`src/rtl/stopwatch_ctrl.sv`:
```
`default_nettype none
// +----------------------------------------------------------------------------+
// | Module : stopwatch_ctrl                                                    |
// | Brief  : Run/pause/adjust/clear sequencer issuing single-cycle increment   |
// |          and clear strobes to the BCD time counter, plus blink selects.    |
// | Option : STOPWATCH_CTRL_LAP_EN adds lap_btn / disp_hold (display freeze).  |
// | Rev    : 1.0  initial release                                              |
// +----------------------------------------------------------------------------+
module stopwatch_ctrl #(
    parameter int SYNC_STAGES    = 2,
    parameter int ADJ_HOLD_TICKS = 4
) (
    input  logic       clk,
    input  logic       rst,
    input  logic       tick_1hz,
    input  logic       tick_2hz,
    input  logic       pause_btn,
    input  logic       clear_btn,
    input  logic       sel,
    input  logic       adj,
    input  logic       sec_wrap,
`ifdef STOPWATCH_CTRL_LAP_EN
    input  logic       lap_btn,
    output logic       disp_hold,
`endif
    output logic       sec_inc,
    output logic       min_inc,
    output logic       cnt_clr,
    output logic       blink_min,
    output logic       blink_sec,
    output logic       running,
    output logic [2:0] state_o
);

    typedef enum logic [2:0] {
        ST_RUN     = 3'd0,
        ST_PAUSED  = 3'd1,
        ST_ADJ_MIN = 3'd2,
        ST_ADJ_SEC = 3'd3,
        ST_CLEAR   = 3'd4
    } state_t;

    localparam int c_hold_w = (ADJ_HOLD_TICKS < 1) ? 1 : $clog2(ADJ_HOLD_TICKS + 1);
    localparam logic [c_hold_w-1:0] c_hold_max = c_hold_w'(ADJ_HOLD_TICKS);

    logic [SYNC_STAGES-1:0] r_sel_sync;
    logic [SYNC_STAGES-1:0] r_adj_sync;
    logic                   r_pause_d;
    logic                   r_clear_d;
    logic [c_hold_w-1:0]    r_hold;
    state_t                 r_state;

    state_t w_next;
    logic   w_sel_s;
    logic   w_adj_s;
    logic   w_pause_rise;
    logic   w_clear_rise;
    logic   w_in_adj;
    logic   w_adj_tick;
    logic   w_strobe_ok;
    logic   w_sec_req;
    logic   w_min_req;

    // Switch synchronisers and button edge history
    always_ff @(posedge clk or negedge rst) begin
        if (!rst) begin
            r_sel_sync <= '0;
            r_adj_sync <= '0;
            r_pause_d  <= 1'b0;
            r_clear_d  <= 1'b0;
        end else begin
            r_sel_sync <= {r_sel_sync[SYNC_STAGES-2:0], sel};
            r_adj_sync <= {r_adj_sync[SYNC_STAGES-2:0], adj};
            r_pause_d  <= pause_btn;
            r_clear_d  <= clear_btn;
        end
    end

    assign w_sel_s      = r_sel_sync[SYNC_STAGES-1];
    assign w_adj_s      = r_adj_sync[SYNC_STAGES-1];
    assign w_pause_rise = pause_btn & ~r_pause_d;
    assign w_clear_rise = clear_btn & ~r_clear_d;
    assign w_in_adj     = (r_state == ST_ADJ_MIN) || (r_state == ST_ADJ_SEC);
    assign w_adj_tick   = tick_2hz | (tick_1hz & (r_hold == c_hold_max));
    // A strobe is never issued directly behind another one
    assign w_strobe_ok  = ~(sec_inc | min_inc);

    always_comb begin
        w_next    = r_state;
        w_sec_req = 1'b0;
        w_min_req = 1'b0;
        if (w_clear_rise) begin
            w_next = ST_CLEAR;
        end else begin
            case (r_state)
                ST_CLEAR: begin
                    w_next = ST_PAUSED;
                end
                ST_RUN: begin
                    if (w_adj_s) begin
                        w_next = w_sel_s ? ST_ADJ_SEC : ST_ADJ_MIN;
                    end else if (w_pause_rise) begin
                        w_next = ST_PAUSED;
                    end else if (tick_1hz && w_strobe_ok) begin
                        w_sec_req = 1'b1;
                        w_min_req = sec_wrap;
                    end
                end
                ST_PAUSED: begin
                    if (w_adj_s) begin
                        w_next = w_sel_s ? ST_ADJ_SEC : ST_ADJ_MIN;
                    end else if (w_pause_rise) begin
                        w_next = ST_RUN;
                    end
                end
                ST_ADJ_MIN: begin
                    if (!w_adj_s) begin
                        w_next = ST_PAUSED;
                    end else if (w_sel_s) begin
                        w_next = ST_ADJ_SEC;
                    end else if (w_adj_tick && w_strobe_ok) begin
                        w_min_req = 1'b1;
                    end
                end
                ST_ADJ_SEC: begin
                    // No carry into minutes while adjusting seconds
                    if (!w_adj_s) begin
                        w_next = ST_PAUSED;
                    end else if (!w_sel_s) begin
                        w_next = ST_ADJ_MIN;
                    end else if (w_adj_tick && w_strobe_ok) begin
                        w_sec_req = 1'b1;
                    end
                end
                default: begin
                    w_next = ST_PAUSED;
                end
            endcase
        end
    end

    always_ff @(posedge clk or negedge rst) begin
        if (!rst) begin
            r_state   <= ST_PAUSED;
            r_hold    <= '0;
            sec_inc   <= 1'b0;
            min_inc   <= 1'b0;
            cnt_clr   <= 1'b0;
            running   <= 1'b0;
            blink_min <= 1'b0;
            blink_sec <= 1'b0;
        end else begin
            r_state   <= w_next;
            sec_inc   <= w_sec_req;
            min_inc   <= w_min_req;
            cnt_clr   <= (w_next == ST_CLEAR);
            running   <= (w_next == ST_RUN);
            blink_min <= (w_next == ST_ADJ_MIN);
            blink_sec <= (w_next == ST_ADJ_SEC);
            // Field or mode change restarts the fast-adjust hold-off
            if ((w_next != r_state) || !w_in_adj) begin
                r_hold <= '0;
            end else if (tick_2hz && (r_hold != c_hold_max)) begin
                r_hold <= r_hold + 1'b1;
            end
        end
    end

    assign state_o = r_state;

`ifdef STOPWATCH_CTRL_LAP_EN
    logic r_lap_d;
    logic w_lap_rise;
    logic w_enter_adj;

    assign w_lap_rise  = lap_btn & ~r_lap_d;
    assign w_enter_adj = ((w_next == ST_ADJ_MIN) || (w_next == ST_ADJ_SEC)) && !w_in_adj;

    always_ff @(posedge clk or negedge rst) begin
        if (!rst) begin
            r_lap_d   <= 1'b0;
            disp_hold <= 1'b0;
        end else begin
            r_lap_d <= lap_btn;
            if ((w_next == ST_CLEAR) || w_enter_adj) begin
                disp_hold <= 1'b0;
            end else if ((r_state == ST_RUN) && w_lap_rise) begin
                disp_hold <= ~disp_hold;
            end
        end
    end
`endif

endmodule
`default_nettype wire

```
`config.mk`:
```
export PLATFORM = sky130hd
export DESIGN_NAME = stopwatch_ctrl
export DESIGN_NICKNAME = d
export VERILOG_FILES = /design/src/rtl/stopwatch_ctrl.sv
export SDC_FILE = /design/constraint.sdc
export NUM_CORES = 1
export LEC_CHECK = 0
export CORE_UTILIZATION = 42
export DETAILED_ROUTE_END_ITERATION = 8
export GPL_TIMING_DRIVEN = 1
export PLACE_DENSITY = 0.72
export REMOVE_ABC_BUFFERS = 1
export SYNTH_ARGS = -nofsm -noshare
export SYNTH_HDL_FRONTEND = slang
export SYNTH_SLANG_ARGS = --single-unit
```
`constraint.sdc`:
```
create_clock -name clk -period 1.35 [get_ports clk]
set_input_delay 0.3375 -clock clk [delete_from_list [all_inputs] [get_ports clk]]
set_output_delay 0.3375 -clock clk [all_outputs]
set_load 0.1 [all_outputs]
```
==> results_dict.tcl <==
set metrics [dict create \
    report.final.hold_viol_count 0 \
    grtUsageTotal 0.160 \
    netSwitchingPower_uw 352 \
    antenna_left 0 \
    dpl.hpwl_um 994 \
    pwr_density_cell_mw_per_mm2 1100 \
    routed-via-count 516 \
    finalClockSkew_ns 0.00178 \
    dp.cells 95 \
    crit_path_start_kind "flip-flop" \
    violations "setup timing" \
    drc 0 \
    worstPathBufferInverterCount 1 \
    final_period_minus_worst_setup_slack_ns 1.36 \
    synth_area_per_cell_um2 12.8 \
    grt_busiest_layer "met2" \
    tritoncts "yes" \
    post_synth_cell_types 25 \
    drt-vias-per-instance 5.11 \
    timing.critical_path.to "state_o[0]" \
    netSwitchingFraction 0.292 \
    grt-ovfl-total 0 \
    startpoint "state_o[0]$_DFF_PN1_" \
    final_net_count 97 \
    register_area_um2 453 \
    die_width_um 43.2 \
    layout_worst_path_cycle_share 1.01 \
    sequential_fraction_of_the_synthesis_area 0.632 \
    boundaryPins 18 \
    worstPathMaxFanout 2 \
    met2_usage 0.272 \
    grt_pass1_vias 522 \
    hold_class "flip-flop to flip-flop" \
    totalNegativeSetupSlack_ns -0.0138 \
    worst_setup_hold_path_clk_slew_ns 0.10 \
    area_of_the_mapped_netlist_um2 714 \
    ctsLongestPathBuffers 2 \
    die_height_um 43.2 \
    timing.setup.critical_path_class "flip-flop to output pin" \
    power_frac_clock 0.267 \
    critical_register_to_register_path_startpoint "state_o[0]$_DFF_PN1_" \
    synth.ff_latch_count 18 \
    internal_power_uw 852 \
    drt-pass1-iter-count 4 \
    p_seq_frac 0.490 \
    syn_inst 56 \
    timing.fmax_ghz 0.733 \
    count_of_antenna_diodes_in_the_layout 0 \
    met3_usage 0.0383 \
    slew_at_the_pin_closest_to_its_max_slew_limit_ns 0.286 \
    cpLargestDelayFamily "flip-flops" \
    cts_buffers 3 \
    combinational_share_of_power 0.243 \
    fillerInstances 116 \
    port_buffers 17 \
    mostFrequentLayoutCell "sky130_fd_sc_hd__dfrtp_1" \
    end_kind "output pin" \
    highest_count_cells_in_the_layout_ignoring_fill_and_taps "sky130_fd_sc_hd__dfrtp_1 (16), sky130_fd_sc_hd__buf_12 (9), sky130_fd_sc_hd__clkdlybuf4s50_1 (8), sky130_fd_sc_hd__buf_4 (8)" \
    power_leakage_uw 0.000508 \
    timing.critical_path.depth 1 \
    total_die_area_mm2 0.00187 \
    crit_slowest_cell "sky130_fd_sc_hd__dfstp_2" \
    status "finished, violations left" \
    critical_path_arrival_ns 1.03 \
    max_cap_viol_count 0 \
    drt_first_iter_violations 7 \
    setup-violations-final 1 \
    postRouteWirelength_mm 1.28 \
    post_route_cells_drive_above_1_share 0.365 \
    clk-insertion-delay-late_ns 0.28 \
    ys.warnings.count 0 \
    rr_worst_depth 4 \
    slew_violations 0 \
    timing.slew.headroom 0.808 \
    fin_util 0.713 \
    layoutNonFillerInstCount 101 \
    cp_data_required_time_ns 1.01 \
    finalWorstSetupSlack_ns -0.0138 \
    placeableCoreArea_mm2 0.00154 \
    worst_slack_after_detailed_placement_ns -0.154 \
    timing.critical_path.cells "buf_12" \
    setup_repair_after_global_routing_missed_its_margin "true" \
    ctsRootBufferMaster "sky130_fd_sc_hd__clkbuf_4" \
    routed_wire_length_per_instance_um 12.6 \
    global_route.usage.met1 0.214 \
    fp-row-count 14 \
    multi_input_comb_area_um2 254 \
    clock_tree.htree_level_count 1 \
    cp_slowest_stage_delay_ns 0.57 \
    r2r_slack_ns 0.06 \
    grt_first_pass_wirelength_mm 2.25 \
    cts.sink_count 18 \
    antenna_found_initial 0 \
    layout-area-overhead-vs-synth_pct 53.8 \
    globalplace.congestion 0.773 \
    initial_core_util 0.463 \
    rr_endpoint "r_hold[2]$_DFFE_PN0P_" \
    irDropWorstVdd_v 0.000913 \
    grt_start_max_net_pins 19 \
]
## metal layers
metal	part of all wire	up-vias
li1	-	256
met1	0.48	249
met2	0.50	11
met3	0.024	0
met4	0	0
met5	0	-
## kinds of logic after synthesis
family | share of synthesized area
XOR/XNOR | 0.0245
adder cells (fa/ha/maj) | 0.0350
AO/OA/AOI/OAI | 0.0753
flip-flops | 0.632
multiplexers | 0.0140
AND/OR/NAND/NOR | 0.198
buffers and inverters | 0.0210
## layout make-up
| cell class | instances | area share |
|---|---|---|
| Timing Repair Buffer | 25 | 0.292 |
| Tap cell | 16 | 0.0182 |
| Clock buffer | 4 | 0.0330 |
| Inverter | 4 | 0.0137 |
| Sequential cell | 18 | 0.412 |
| Multi-Input combinational cell | 34 | 0.231 |
## timing repair
action / 4_1_cts / 5_1_grt
setup buffers: 1 / 1
hold buffers: 0 / 0
resized for setup: 0 / 2
setup endpoints to repair: 1 / 4
hold endpoints to repair: 0 / 0
## synth_stat cells
master,n,share of area
sky130_fd_sc_hd__dfrtp_1,17,0.60
sky130_fd_sc_hd__a21oi_1,4,0.028
sky130_fd_sc_hd__nor2_1,4,0.021
sky130_fd_sc_hd__inv_1,3,0.016
sky130_fd_sc_hd__nor3_1,3,0.021
sky130_fd_sc_hd__and3_2,2,0.021
sky130_fd_sc_hd__ha_1,2,0.035
sky130_fd_sc_hd__nand2b_1,2,0.018
sky130_fd_sc_hd__nand4_1,2,0.018
sky130_fd_sc_hd__nand4b_1,2,0.025
sky130_fd_sc_hd__a21boi_2,1,0.016
sky130_fd_sc_hd__a31o_2,1,0.012
sky130_fd_sc_hd__and2_1,1,0.0088
sky130_fd_sc_hd__and2b_2,1,0.012
sky130_fd_sc_hd__and4b_1,1,0.014
sky130_fd_sc_hd__dfstp_2,1,0.037
sky130_fd_sc_hd__inv_2,1,0.0052
sky130_fd_sc_hd__mux2i_1,1,0.014
sky130_fd_sc_hd__nand2b_4,1,0.019
sky130_fd_sc_hd__nor4b_1,1,0.012
sky130_fd_sc_hd__o2111ai_1,1,0.012
sky130_fd_sc_hd__o21ai_0,1,0.0070
sky130_fd_sc_hd__or3_1,1,0.0088
sky130_fd_sc_hd__xnor2_1,1,0.012
sky130_fd_sc_hd__xor2_1,1,0.012
## worst min-delay path by stage
stage,start,to,slack (ns),depth (start not counted)
after floorplan,rst,blink_min$_DFF_PN0_,0.04,0
after global placement,r_sel_sync[0]$_DFF_PN0_,r_sel_sync[1]$_DFF_PN0_,0.33,0
after detailed placement,r_sel_sync[0]$_DFF_PN0_,r_sel_sync[1]$_DFF_PN0_,0.34,0
after CTS,r_sel_sync[0]$_DFF_PN0_,r_sel_sync[1]$_DFF_PN0_,0.36,0
after global routing,r_sel_sync[0]$_DFF_PN0_,r_sel_sync[1]$_DFF_PN0_,0.38,0
final,r_sel_sync[0]$_DFF_PN0_,r_sel_sync[1]$_DFF_PN0_,0.36,0
## power by group through the flow
| stage | combinational, µW | clock (µW) | sequential, µW |
|---|---|---|---|
| after detailed placement | 283 | 0 | 604 |
| final | 293 | 321 | 590 |
| after CTS | 292 | 335 | 590 |
| after global placement | 279 | 0 | 603 |
| after global routing | 306 | 362 | 594 |
| after floorplan | 45.3 | 0 | 705 |
## registers in the layout, summed over array words and instances, names as in the netlist
signal      flops
r_clear_d       1
r_pause_d       1
cnt_clr         1
state_o         3
r_hold          3
blink_min       1
blink_sec       1
r_adj_sync      2
r_sel_sync      2
min_inc         1
sec_inc         1
running         1
## stage by stage
step	hold slack, ns	power [µW]	cell area, µm²
floorplan	0.0419	751	714
global placement	0.335	882	1040
detailed placement	0.339	887	1040
CTS	0.363	1220	1080
global route	0.378	1260	1100
finish	0.359	1200	1100
Note: power is estimated with default switching activity, not from simulation.
